`src/rtl/mm_ctrl_pkg.sv`:
```
// ============================================================================
//  Module      : mm_pkg
//  Description : Shared types and constants for the matrix-multiply sequencer.
//  Revision    : 1.0  initial release
// ============================================================================
`default_nettype none

package mm_pkg;

    localparam int SIZE_W = 2;
    localparam int ACC_W  = 20;
    localparam int OUT_AW = 4;

    localparam int signed SAT_MAX = 32767;
    localparam int signed SAT_MIN = -32768;

    typedef enum logic [1:0] {
        IDLE    = 2'd0,
        CHECK   = 2'd1,
        COMPUTE = 2'd2,
        DONE    = 2'd3
    } state_t;

endpackage

`default_nettype wire

```
`src/rtl/mm_ctrl_if.sv`:
```
// ============================================================================
//  Module      : mm_ctrl_if
//  Description : Command, datapath and result-memory signals of mm_ctrl.
//  Revision    : 1.0  initial release
// ============================================================================
`default_nettype none

interface mm_ctrl_if #(
    parameter int OUT_AW = 4,
    parameter int ACC_W  = 20
);
    logic              start;
    logic [1:0]        M1_row_size;
    logic [1:0]        M1_col_size;
    logic [1:0]        M2_row_size;
    logic [1:0]        M2_col_size;
    logic [1:0]        ma_col_idx;
    logic [ACC_W-1:0]  ma_out_data;
    logic              Mul_Adder_active;
    logic [1:0]        ma_M1_col_size;
    logic [1:0]        ma_M2_col_size;
    logic              out_we;
    logic [OUT_AW-1:0] out_addr;
    logic [ACC_W-1:0]  out_wdata;
    logic              busy;
    logic              done;
    logic              err;

    modport master (
        input  start, M1_row_size, M1_col_size, M2_row_size, M2_col_size,
        input  ma_col_idx, ma_out_data,
        output Mul_Adder_active, ma_M1_col_size, ma_M2_col_size,
        output out_we, out_addr, out_wdata, busy, done, err
    );

    modport slave (
        output start, M1_row_size, M1_col_size, M2_row_size, M2_col_size,
        output ma_col_idx, ma_out_data,
        input  Mul_Adder_active, ma_M1_col_size, ma_M2_col_size,
        input  out_we, out_addr, out_wdata, busy, done, err
    );

endinterface

`default_nettype wire

```
`src/rtl/mm_sat.sv`:
```
// ============================================================================
//  Module      : mm_sat
//  Description : Clamps a signed accumulator value to the signed 16-bit range.
//  Revision    : 1.0  initial release
// ============================================================================
`default_nettype none

module mm_sat #(
    parameter int ACC_W = 20
) (
    input  wire logic [ACC_W-1:0] i_din,
    output logic      [ACC_W-1:0] o_dout
);
    import mm_pkg::*;

    always_comb begin
        o_dout = i_din;
        if ($signed(i_din) > SAT_MAX) begin
            o_dout = ACC_W'(SAT_MAX);
        end else if ($signed(i_din) < SAT_MIN) begin
            o_dout = ACC_W'(SAT_MIN);
        end
    end

endmodule

`default_nettype wire

```
`src/rtl/mm_ctrl.sv`:
```
// ============================================================================
//  Module      : mm_ctrl
//  Description : Matrix-multiply sequencer: size check, datapath enable and
//                row-major result writes. Define MM_CTRL_SAT_EN to saturate
//                written results to signed 16-bit.
//  Revision    : 1.0  initial release
// ============================================================================
`default_nettype none

module mm_ctrl #(
    parameter int OUT_AW = 4,
    parameter int ACC_W  = 20
) (
    input  wire logic  clk,
    input  wire logic  rst,
    mm_ctrl_if.master  bus
);
    import mm_pkg::*;

    state_t            r_state;
    state_t            w_next;
    logic [1:0]        r_m1_row;
    logic [1:0]        r_m1_col;
    logic [1:0]        r_m2_row;
    logic [1:0]        r_m2_col;
    logic [OUT_AW-1:0] r_total;
    logic [OUT_AW-1:0] r_cnt;
    logic              w_active;
    logic              w_we;
    logic              w_size_err;
    logic              w_last;
    logic [ACC_W-1:0]  w_data_sel;

    assign w_size_err = (r_m1_row == 2'd0) || (r_m1_col == 2'd0) ||
                        (r_m2_row == 2'd0) || (r_m2_col == 2'd0) ||
                        (r_m1_col != r_m2_row);
    assign w_active   = (r_state == COMPUTE);
    // A dot product is complete once the datapath column index reaches the
    // latched column count (one cycle past the last accumulate).
    assign w_we       = w_active && (bus.ma_col_idx == r_m1_col);
    assign w_last     = (r_cnt == r_total - OUT_AW'(1));

`ifdef MM_CTRL_SAT_EN
    mm_sat #(.ACC_W(ACC_W)) u_sat (
        .i_din  (bus.ma_out_data),
        .o_dout (w_data_sel)
    );
`else
    assign w_data_sel = bus.ma_out_data;
`endif

    always_ff @(posedge clk or posedge rst) begin
        if (rst) begin
            r_state  <= IDLE;
            r_m1_row <= 2'd0;
            r_m1_col <= 2'd0;
            r_m2_row <= 2'd0;
            r_m2_col <= 2'd0;
            r_total  <= '0;
            r_cnt    <= '0;
        end else begin
            r_state <= w_next;
            if ((r_state == IDLE) && bus.start) begin
                r_m1_row <= bus.M1_row_size;
                r_m1_col <= bus.M1_col_size;
                r_m2_row <= bus.M2_row_size;
                r_m2_col <= bus.M2_col_size;
            end
            if (r_state == CHECK) begin
                r_total <= OUT_AW'(r_m1_row) * OUT_AW'(r_m2_col);
            end
            if (r_state == DONE) begin
                r_cnt <= '0;
            end else if (w_we) begin
                r_cnt <= r_cnt + OUT_AW'(1);
            end
        end
    end

    always_comb begin
        w_next = r_state;
        case (r_state)
            IDLE:    if (bus.start) w_next = CHECK;
            CHECK:   w_next = w_size_err ? IDLE : COMPUTE;
            COMPUTE: if (w_we && w_last) w_next = DONE;
            DONE:    w_next = IDLE;
            default: w_next = IDLE;
        endcase
    end

    assign bus.Mul_Adder_active = w_active;
    assign bus.ma_M1_col_size   = r_m1_col;
    assign bus.ma_M2_col_size   = r_m2_col;
    assign bus.out_we           = w_we;
    assign bus.out_addr         = r_cnt;
    assign bus.out_wdata        = w_active ? w_data_sel : '0;
    assign bus.busy             = (r_state != IDLE);
    assign bus.done             = (r_state == DONE);
    assign bus.err              = (r_state == CHECK) && w_size_err;

endmodule

`default_nettype wire

```
`src/flat_wrapper.sv`:
```
// flat-port wrapper written by rule: the top's interface ports become plain ports
module mm_ctrl_flat import mm_pkg::*;
#(
    parameter int OUT_AW = 4,
    parameter int ACC_W  = 20
)
  (clk, rst, bus_start, bus_M1_row_size, bus_M1_col_size, bus_M2_row_size, bus_M2_col_size, bus_ma_col_idx, bus_ma_out_data, bus_Mul_Adder_active, bus_ma_M1_col_size, bus_ma_M2_col_size, bus_out_we, bus_out_addr, bus_out_wdata, bus_busy, bus_done, bus_err);
  mm_ctrl_if #(.OUT_AW(OUT_AW), .ACC_W(ACC_W)) bus_i ();
  input  wire logic clk;
  input  wire logic rst;
  input wire logic [$bits(bus_i.start)-1:0] bus_start;
  input wire logic [$bits(bus_i.M1_row_size)-1:0] bus_M1_row_size;
  input wire logic [$bits(bus_i.M1_col_size)-1:0] bus_M1_col_size;
  input wire logic [$bits(bus_i.M2_row_size)-1:0] bus_M2_row_size;
  input wire logic [$bits(bus_i.M2_col_size)-1:0] bus_M2_col_size;
  input wire logic [$bits(bus_i.ma_col_idx)-1:0] bus_ma_col_idx;
  input wire logic [$bits(bus_i.ma_out_data)-1:0] bus_ma_out_data;
  output wire logic [$bits(bus_i.Mul_Adder_active)-1:0] bus_Mul_Adder_active;
  output wire logic [$bits(bus_i.ma_M1_col_size)-1:0] bus_ma_M1_col_size;
  output wire logic [$bits(bus_i.ma_M2_col_size)-1:0] bus_ma_M2_col_size;
  output wire logic [$bits(bus_i.out_we)-1:0] bus_out_we;
  output wire logic [$bits(bus_i.out_addr)-1:0] bus_out_addr;
  output wire logic [$bits(bus_i.out_wdata)-1:0] bus_out_wdata;
  output wire logic [$bits(bus_i.busy)-1:0] bus_busy;
  output wire logic [$bits(bus_i.done)-1:0] bus_done;
  output wire logic [$bits(bus_i.err)-1:0] bus_err;
  assign bus_i.start = bus_start;
  assign bus_i.M1_row_size = bus_M1_row_size;
  assign bus_i.M1_col_size = bus_M1_col_size;
  assign bus_i.M2_row_size = bus_M2_row_size;
  assign bus_i.M2_col_size = bus_M2_col_size;
  assign bus_i.ma_col_idx = bus_ma_col_idx;
  assign bus_i.ma_out_data = bus_ma_out_data;
  assign bus_Mul_Adder_active = bus_i.Mul_Adder_active;
  assign bus_ma_M1_col_size = bus_i.ma_M1_col_size;
  assign bus_ma_M2_col_size = bus_i.ma_M2_col_size;
  assign bus_out_we = bus_i.out_we;
  assign bus_out_addr = bus_i.out_addr;
  assign bus_out_wdata = bus_i.out_wdata;
  assign bus_busy = bus_i.busy;
  assign bus_done = bus_i.done;
  assign bus_err = bus_i.err;
  mm_ctrl #(.OUT_AW(OUT_AW), .ACC_W(ACC_W)) u_core (.clk(clk), .rst(rst), .bus(bus_i));
endmodule
```
`config.mk`:
```
export PLATFORM = sky130hd
export DESIGN_NAME = mm_ctrl_flat
export DESIGN_NICKNAME = d
export VERILOG_FILES = /design/src/rtl/mm_ctrl_pkg.sv /design/src/rtl/mm_ctrl_if.sv /design/src/rtl/mm_sat.sv /design/src/rtl/mm_ctrl.sv /design/src/flat_wrapper.sv
export SDC_FILE = /design/constraint.sdc
export NUM_CORES = 1
export LEC_CHECK = 0
export CAP_MARGIN = 10
export CORE_AREA = 2 2 43 75
export CTS_CLUSTER_DIAMETER = 40
export DETAILED_ROUTE_END_ITERATION = 12
export DIE_AREA = 0 0 45 77
export HOLD_SLACK_MARGIN = 0.08
export PLACE_DENSITY = 0.9
export SYNTH_ARGS = -nofsm -noshare
export SYNTH_HDL_FRONTEND = slang
export SYNTH_SLANG_ARGS = --single-unit
```
`constraint.sdc`:
```
create_clock -name clk -period 4.36 [get_ports clk]
set_clock_uncertainty 0.05 [all_clocks]
set_input_delay 1.308 -clock clk [delete_from_list [all_inputs] [get_ports clk]]
set_output_delay 1.308 -clock clk [all_outputs]
set_load 0.005 [all_outputs]
```
==> impl_summary.log <==
INFO  metric layout_min_cycle_time = approximately 4200 ps
INFO  metric die-height = slightly below 80 um
INFO  metric core = ~0.0029 mm2
INFO  metric tightest_slew = between 600 and 700 ps
INFO  metric worst_setup_path_end_kind = output pin
INFO  metric die_w = 45 um
INFO  metric post_cts.repair.setup_buffers = 0
INFO  metric synth_top_flop_cell = sky130_fd_sc_hd__dfrtp_1
INFO  metric mappedNetlistNets = between 100 and 150
INFO  metric vdd.ir_drop.worst = ~0.36 mV
INFO  metric dp_area = between 0.0015 and 0.002 mm2
INFO  metric nature_of_the_critical_path_startpoint = primary input
INFO  metric critPathLaunch = bus_ma_col_idx[0]
INFO  metric max_clock_freq = 0.241 GHz
INFO  metric tritoncts_num_sinks = 18
INFO  metric place_inst = roughly 200
INFO  metric register_area = 450 um2
INFO  metric data_required_critical_path = ~3000 ps
INFO  metric cts_made_buffers = 3
INFO  metric most-common-layout-cells = sky130_fd_sc_hd__clkdlybuf4s50_1 (65), sky130_fd_sc_hd__and2_1 (23), sky130_fd_sc_hd__dfrtp_1 (18)
INFO  metric ys_types = 26
INFO  metric crit_path_max_fanout = 4
INFO  metric criticalPathCategory = in2out
INFO  metric n_antenna_cell = 0
INFO  metric place.port_buffers = 65
INFO  metric yosys_warnings = 0
INFO  metric drt-initial-drc-count = 6
INFO  metric layout_commonest_cell = sky130_fd_sc_hd__clkdlybuf4s50_1
INFO  metric placement_rows = 26
INFO  metric total_setup_violations_reported_at_the_end_of_the_flow = 0
INFO  metric crit_path_arrival_time = around 2800 ps
INFO  metric clk_root_buffer_cell = sky130_fd_sc_hd__clkbuf_8
INFO  metric timing.max_cap.violations = 0
INFO  metric grt_first_pass_wirelength = between 4000 and 5000 um
INFO  metric initial_core_util = approximately two fifths
INFO  metric worst_reg2reg_path_length_in_cells = 2
INFO  metric layout.cell_area.non_filler = approximately 0.0018 mm2
INFO  metric dp_worst_setup_slack = 218 ps
INFO  metric first_global_vias = roughly 1000
INFO  metric detail-route-antenna-nets = 0
INFO  metric routed_wire_length_per_instance = approximately 14 um
INFO  metric total_power = 1020 uW
INFO  metric synth-async-reset-ratio = 100%
INFO  metric max_slew_margin = around 53%
INFO  metric final_critical_path_setup_slack = 210 ps
INFO  metric setup.reg_to_reg.worst_slack = around 2700 ps
INFO  metric r2r_end = u_core.r_m2_row[0]
INFO  metric timing.final.hold_violations = 0
INFO  metric overflow = 0
INFO  metric postCtsResizedCells = 0
INFO  metric hpwl = about 2400 um
INFO  metric finalCritPeriodShare = between 90% and 100%
INFO  metric die_area = ~0.0035 mm2
INFO  metric initial_antenna_violation_count = 0
INFO  metric tritoncts_clock_tree = done
INFO  metric drive_gt1_share = 12.1%
INFO  metric design.final.nets = about 210
INFO  metric route.detailed.vias_per_inst = 4.95
INFO  metric routed.top_layer = met4
INFO  metric timing.final.max_slew_violations = 0
INFO  metric clock_insertion_delay_worst_skew = between 200 and 300 ps
INFO  metric setup.worst_path.end = bus_out_we
INFO  metric number_of_enable_type_register_cells_in_the_synthesized_netlist = 0
INFO  metric netlist_instances = ~110
INFO  metric status = completed
INFO  metric tns = 0 ps
INFO  metric met2_length = 1640 um
INFO  metric power_leakage = ~0.00082 uW
INFO  metric hp-class = reg2reg
INFO  metric power_density = around 550 mW/mm2
INFO  metric cts-root-to-sink-buffers = 2
INFO  metric gr-usage-all-layers = between 10% and 20%
INFO  metric footprint_of_the_multi_input_gates = 607 um2
INFO  metric gp_congestion = 0.724
INFO  metric n_fill_cell = 250
INFO  metric met3WireLength = ~200 um
INFO  metric worst_hold_path.num_cells = 1
INFO  metric boundaryPins = 66
INFO  metric drc = 0
INFO  metric detail_route.wirelength.met1 = roughly 920 um
INFO  metric synthToLayoutAreaGrowth = 67.2%
INFO  metric ys_seq_elements = 18
INFO  metric avgSynthCellArea = between 10 and 15 um2
INFO  metric ys_seq_area_share = 40.8%
INFO  metric post_cts_hold_buffer_count = 0
INFO  metric mappedNetlistArea = around 0.0011 mm2
INFO  metric cts.reportedPaths.clkPinSlew = 70 ps
INFO  metric dr.pass1.iters = 3
INFO  metric rsz_0062_raised_after_global_routing = no
INFO  metric rr_startpoint = u_core.r_state[0]
INFO  metric grt_start_max_net_pins = 19
INFO  metric htreeDepth = 1
INFO  metric layoutNonFillerInstCount = between 200 and 250
INFO  metric dr_total_vias = 1000
INFO  metric finalWirelength = around 2900 um
worst max-delay path, cell delays in order:
cell and delay (ps):
sky130_fd_sc_hd__clkdlybuf4s50_1 420, sky130_fd_sc_hd__xnor2_1 330, sky130_fd_sc_hd__nand3_4 160, sky130_fd_sc_hd__inv_1 80, sky130_fd_sc_hd__clkdlybuf4s50_1 490
per-layer routing:
metal,vias to the layer above,global-route usage [%]
met5,-,0
met4,0,8.24
met1,460,16.4
li1,485,-
met3,9,3.06
met2,46,34.6
cell usage after synthesis, types with 2 or more instances:
cell	number	share of area, %
sky130_fd_sc_hd__ha_1	4	4.5
sky130_fd_sc_hd__and2_1	23	13
sky130_fd_sc_hd__nor2b_1	2	1.1
sky130_fd_sc_hd__xnor2_1	7	5.5
sky130_fd_sc_hd__mux2i_1	4	3.6
sky130_fd_sc_hd__inv_1	9	3.1
sky130_fd_sc_hd__nand4_1	2	1.1
sky130_fd_sc_hd__mux2_2	11	11
sky130_fd_sc_hd__xor2_1	2	1.6
sky130_fd_sc_hd__buf_2	2	0.91
sky130_fd_sc_hd__nand2_1	8	2.7
sky130_fd_sc_hd__dfrtp_1	18	41
kinds of logic after synthesis:
kind of cell | Yosys count | synth area share [%]
fa+ha+maj | 4 | 4.53
xor+xnor | 9 | 7.14
simple gates | 42 | 23.4
flops | 18 | 40.8
compound gates | 6 | 4.98
buf+inv | 12 | 4.30
mux | 15 | 14.8
through the flow:
stage                     util [%]  hold slack, ps
final                         64.5             480
after detailed placement      62.6             475
after CTS                     64.5             491
after floorplan                  -             451
after global routing          64.5             509
after global placement        62.6             457
worst min path at each step:
stage                            from                      to
5_1_grt             u_core.r_total[3]       u_core.r_total[3]
6_report       u_core.bus.out_addr[3]  u_core.bus.out_addr[3]
2_1_floorplan       u_core.r_total[3]       u_core.r_total[3]
3_3_place_gp   u_core.bus.out_addr[3]  u_core.bus.out_addr[3]
4_1_cts             u_core.r_total[3]       u_core.r_total[3]
3_5_place_dp        u_core.r_total[3]       u_core.r_total[3]
power by group:
group,internal [uW],total [uW],switching [uW]
registers,240,324,84.2
logic,350,564,214
clock network,80.3,136,55.9
state kept, by name (all words and copies together), names as in the netlist, named ones only:
name	cells
u_core.bus.out_addr	4
u_core.r_total	4
u_core.bus.ma_M1_col_size	2
u_core.bus.ma_M2_col_size	2
u_core.r_m1_row	2
u_core.r_m2_row	2
u_core.r_state	1
final cells by class:
cell class	instances	area share [%]
clock buffers	4	2.98
multi-input cells	76	32.9
repair buffers	67	36.0
inverters	9	1.83
flip-flops and latches	18	24.4
well taps	28	1.90
(Power assumes the default switching activity.)
